[src/rtl/compare_flag_decoder.sv]
// compare_flag_decoder: receives 2-bit magnitude-compare flag codes
// (01 gt, 10 eq, 11 lt, 00 no-op/invalid) over valid/ready, decodes them to
// registered one-hot less/equal/greater, keeps saturating per-outcome counters
// and runs a lock FSM that asserts after LOCK_N consecutive "equal" codes.
//
// Optional feature macro: CMP_DEC_STICKY_ERR_EN
//   defined   : err is sticky until clear/rst and stalls the stream (ready=0)
//   undefined : err is a one-cycle pulse after each accepted 00
module compare_flag_decoder #(
    parameter int unsigned CNT_W  = 8,
    parameter int unsigned LOCK_N = 4
) (
    input  logic             clk,
    input  logic             rst,
    input  logic             clear,
    input  logic             flag_valid,
    input  logic [1:0]       flag,
    output logic             flag_ready,
    output logic             less,
    output logic             equal,
    output logic             greater,
    output logic             err,
    output logic [CNT_W-1:0] lt_count,
    output logic [CNT_W-1:0] eq_count,
    output logic [CNT_W-1:0] gt_count,
    output logic             locked
);

    typedef enum logic [1:0] {
        StIdle,
        StTrack,
        StLocked
    } state_e;

    localparam logic [1:0]       FlagNop = 2'b00;
    localparam logic [1:0]       FlagGt  = 2'b01;
    localparam logic [1:0]       FlagEq  = 2'b10;
    localparam logic [1:0]       FlagLt  = 2'b11;
    localparam logic [7:0]       LockN   = 8'(LOCK_N);
    localparam logic [CNT_W-1:0] CntOne  = CNT_W'(1);
    localparam logic [CNT_W-1:0] CntMax  = '1;

    state_e     state;
    logic [7:0] run;
    logic       rdy_en;   // goes high on the first edge after reset releases
    logic       accept;
    logic       run_hits; // this "equal" completes the required run

    // Ready gating: blocked during reset, clear and (when sticky) a held error
    always_comb begin
`ifdef CMP_DEC_STICKY_ERR_EN
        flag_ready = rdy_en & ~clear & ~rst & ~err;
`else
        flag_ready = rdy_en & ~clear & ~rst;
`endif
        accept   = flag_valid & flag_ready;
        run_hits = ({1'b0, run} + 9'd1) >= {1'b0, LockN};
    end

    // Decode, counters, run tracking and lock FSM, all registered
    always_ff @(posedge clk or posedge rst) begin
        if (rst) begin
            rdy_en   <= 1'b0;
            state    <= StIdle;
            run      <= 8'd0;
            less     <= 1'b0;
            equal    <= 1'b0;
            greater  <= 1'b0;
            err      <= 1'b0;
            lt_count <= '0;
            eq_count <= '0;
            gt_count <= '0;
            locked   <= 1'b0;
        end else begin
            rdy_en <= 1'b1;
            if (clear) begin
                state    <= StIdle;
                run      <= 8'd0;
                less     <= 1'b0;
                equal    <= 1'b0;
                greater  <= 1'b0;
                err      <= 1'b0;
                lt_count <= '0;
                eq_count <= '0;
                gt_count <= '0;
                locked   <= 1'b0;
            end else begin
`ifndef CMP_DEC_STICKY_ERR_EN
                // Pulse mode: err only survives the cycle right after a 00
                err <= 1'b0;
`endif
                if (accept) begin
                    less    <= (flag == FlagLt);
                    equal   <= (flag == FlagEq);
                    greater <= (flag == FlagGt);
                    if (flag == FlagNop) begin
                        err <= 1'b1;
                    end
                    if (flag == FlagLt && lt_count != CntMax) begin
                        lt_count <= lt_count + CntOne;
                    end
                    if (flag == FlagEq && eq_count != CntMax) begin
                        eq_count <= eq_count + CntOne;
                    end
                    if (flag == FlagGt && gt_count != CntMax) begin
                        gt_count <= gt_count + CntOne;
                    end

                    // Every state reacts the same way: equal extends the run,
                    // anything else breaks it and falls back to tracking.
                    if (flag == FlagEq) begin
                        if (run != LockN) begin
                            run <= run + 8'd1;
                        end
                        if (run_hits) begin
                            state  <= StLocked;
                            locked <= 1'b1;
                        end else begin
                            state  <= StTrack;
                            locked <= 1'b0;
                        end
                    end else begin
                        run    <= 8'd0;
                        state  <= StTrack;
                        locked <= 1'b0;
                    end
                end
            end
        end
    end

endmodule

[config.mk]
export PLATFORM = sky130hd
export DESIGN_NAME = compare_flag_decoder
export DESIGN_NICKNAME = d
export VERILOG_FILES = /design/src/rtl/compare_flag_decoder.sv
export SDC_FILE = /design/constraint.sdc
export NUM_CORES = 1
export LEC_CHECK = 0
export CAP_MARGIN = 40
export CORE_MARGIN = 2
export CORE_UTILIZATION = 49
export CTS_BUF_LIST = sky130_fd_sc_hd__clkbuf_2
export CTS_CLUSTER_SIZE = 14
export DETAILED_ROUTE_END_ITERATION = 12
export PLACE_DENSITY = 0.77
export SLEW_MARGIN = 10
export SYNTH_ARGS = -nofsm -noshare
export SYNTH_HDL_FRONTEND = slang
export SYNTH_SLANG_ARGS = --single-unit
[constraint.sdc]
create_clock -name clk -period 2 [get_ports clk]
set_clock_uncertainty 0.15 [all_clocks]
set_input_delay 0.4 -clock clk [delete_from_list [all_inputs] [get_ports clk]]
set_output_delay 0.4 -clock clk [all_outputs]
set_load 0.05 [all_outputs]
==> summary.md <==
| Metric | Value |
|---|---|
| Setup tns final | 0 ns |
| Sink Count | 38 |
| Asr flop ratio synth | 100% |
| TritonCTS clock tree | yes |
| DRT iter0 DRCs | 128 |
| DR vias/cell | 5.79 |
| Detail Route Antenna Nets | 0 |
| Mapped Avg Cell Area | 9.32 sq um |
| Outcome | completed |
| Pwr Density | 467 nW/um^2 |
| Period utilization | 98.6% |
| Fin cells | 352 |
| Worst VDD drop | 380 uV |
| Number of synthesized flops with an enable pin | 0 |
| Unrepaired setup endpoints after global routing | yes |
| Io pins | 36 |
| Area grow syn2layout | 31.9% |
| First-pass GRT wire length | 8.71 mm |
| Initial antenna violation count | 0 |
| Fillcell total | 337 |
| Total gr overflow | 0 |
| Slack of the worst reg-to-reg path | 0.09 ns |
| Synth area leaders | dfrtp_1 (45%), a21oi_1 (4.2%), nand2_1 (3.9%), nand3_1 (3.3%), nor2_1 (3.0%) |
| Max Clock Freq | 0.507 GHz |
| Row count | 23 |
| DR pass1 iterations | 4 |
| Clk_lat worst skew | 0.40 ns |
| Placed cells | 344 |
| Final setup fails | 0 |
| Hold Fails Final Rpt | 0 |
| Power Total | 1.31 mW |
| Final wirelength | 5.18 mm |
| Layout cell share with drive strength beyond 1 | 29.8% |
| Hpwl dp | 3.97 mm |
| CTS H-tree depth | 2 |
| Most frequent cells after synthesis | dfrtp_1 (38), nand2_1 (22), a21oi_1 (18) |
| Max Cap Violations | 0 |
| CP startpoint kind | input pin |
| FF+latch area | 960 sq um |
| Worst-path maximum fanout | 7 |
| Slew Limit Fails | 0 |
| Drt wl/cell | 14.7 um |
| FF-to-FF Start | run[5] |
| Post-synth top area cell | dfrtp_1 |
| Vias in the first global route | 1936 |
| Placer Congestion | 0.920 |
| Post-synthesis register bit count | 38 |
| PortBufs | 35 |
| Core footprint | 4090 sq um |
| Reg2Reg Depth | 6 |
| Synth warn | 0 |
| Multi-input gate area | 1140 sq um |
| Post-route minimum period | 1.97 ns |
| N_diodes | 0 |
| CTS max path bufs | 2 |
| Syn Nets | 239 |
| Die area | 4880 sq um |
| WP data arrival | 2.16 ns |
| Post-synthesis cell area | 2120 sq um |
| CTS buffer count | 5 |
| Root Driver | clkbuf_2 |
| Area share of the largest cell type after synthesis | 44.8% |
| CTS clock-pin slew for the worst setup and hold paths | 0.20 ns |
| Ys flop type | dfrtp_1 |
| Die W | 69.8 um |
| Register area share after synthesis | 44.8% |
| Nets@finish | 312 |
| HP Class | in2async |
| Reg2reg end | run[2] |
| GRT Overall Usage | 21.9% |
| Place WS | -0.410 ns |
| CP required | 2.19 ns |
| Crit path kind | in2reg |
| Final worst slack | 0.0289 ns |
| Largest net degree at the start of global routing | 18 |
| CP Capture Type | register |
| CTS Hold Bufs | 0 |
| Synth cell types | 49 |
| # Post-CTS Setup Buffers | 0 |
| Leak pwr | 1.26 nW |
| Initial core utilization | 52.0% |
| Mapped Cells | 228 |
| Vias | 2039 |
| DRC viols | 0 |
| Most common cell in the synthesized netlist | dfrtp_1 |
| Die Height | 69.8 um |
-- kinds of logic (layout without fill, tap and decap cells) --
kind of cell	after synthesis	after routing	synth area share [%]
DFF	38	38	44.8
and+or+nand+nor	106	106	28.9
buffers and inverters	15	89	2.77
muxes	6	6	3.00
adders and majority gates	5	5	2.94
AOI/OAI and AO/OA	51	51	15.0
other	1	1	0.177
xor gates and xnor gates	6	6	2.47
-- critical path: stages --
cell,delay [ns]
clkdlybuf4s50_1,0.53
nand2b_1,0.22
or3_1,0.39
or4_1,0.47
a21oi_1,0.15
-- metal layers --
layer	track usage, %	vias up	routed length (um)	share of wire (%)
met5	0	-	0	0
met4	7.91	0	77	1.5
met3	3.92	7	250	4.8
met2	34.5	63	2430	47
met1	30.1	975	2420	47
li1	-	994	-	-
-- power by group --
part	leakage, nW	switching (mW)	internal, mW
sequential	0.516	0.0236	0.781
clock	0.0304	0.261	0.0859
combinational	0.713	0.0896	0.0676
-- how the worst max path moves through the flow --
stage | startpoint | to | cells past startpoint
2_1_floorplan | lt_count[0] | lt_count[4] | 5
3_3_place_gp | flag_valid | lt_count[3] | 5
3_5_place_dp | rst | eq_count[7] | 5
4_1_cts | run[5] | run[2] | 6
5_1_grt | flag_valid | lt_count[3] | 5
6_report | flag[0] | eq_count[7] | 5
-- metrics by stage --
step	hold slack (ns)	cell area, sq um	util (%)
after floorplan	0.321	2140	-
after global placement	0.310	2750	67.2
after detailed placement	0.322	2750	67.2
after CTS	0.0392	2790	68.2
after global routing	0.0337	2800	68.6
final	0.0462	2800	68.6
-- cells in the final DEF, fill, tap and decap left out, types with 3 or more instances in the layout --
| cell | instances |
|---|---|
| nor4_1 | 3 |
| a211oi_1 | 4 |
| dfrtp_2 | 7 |
| clkbuf_2 | 6 |
| o21ai_0 | 9 |
| clkdlybuf4s50_1 | 3 |
| nand2b_1 | 3 |
| nand3b_1 | 3 |
| and4_1 | 3 |
| a31oi_1 | 4 |
| a21oi_1 | 18 |
| dlygate4sd2_1 | 3 |
| or4_1 | 5 |
| xnor2_1 | 5 |
| buf_4 | 66 |
| o31ai_1 | 6 |
| inv_1 | 8 |
| nand2_1 | 22 |
| nand3_1 | 14 |
| nor2_1 | 17 |
| dfrtp_1 | 31 |
| or3_1 | 7 |
| mux2_2 | 3 |
| mux2i_1 | 3 |
| and3_1 | 5 |
| ha_1 | 5 |
| nand4_1 | 4 |
-- state kept, by name, indices dropped and copies added, names as in the netlist --
register	count
eq_count	8
equal	1
err	1
greater	1
gt_count	8
less	1
locked	1
lt_count	8
rdy_en	1
run	8
-- layout make-up --
type	instances	area share [%]
Clock buffer	6	1.07
Sequential cell	38	34.3
Timing Repair Buffer	73	20.4
Multi-Input combinational cell	175	40.6
Inverter	8	1.07
Clock inverter	2	0.313
Tap cell	50	2.23
-- repair_timing --
action,in CTS,in global routing
resized for setup,4,3
gates cloned,0,0
pin swaps,1,0
endpoints found under the setup margin,2,7
Note: power is estimated with default switching activity, not from simulation.
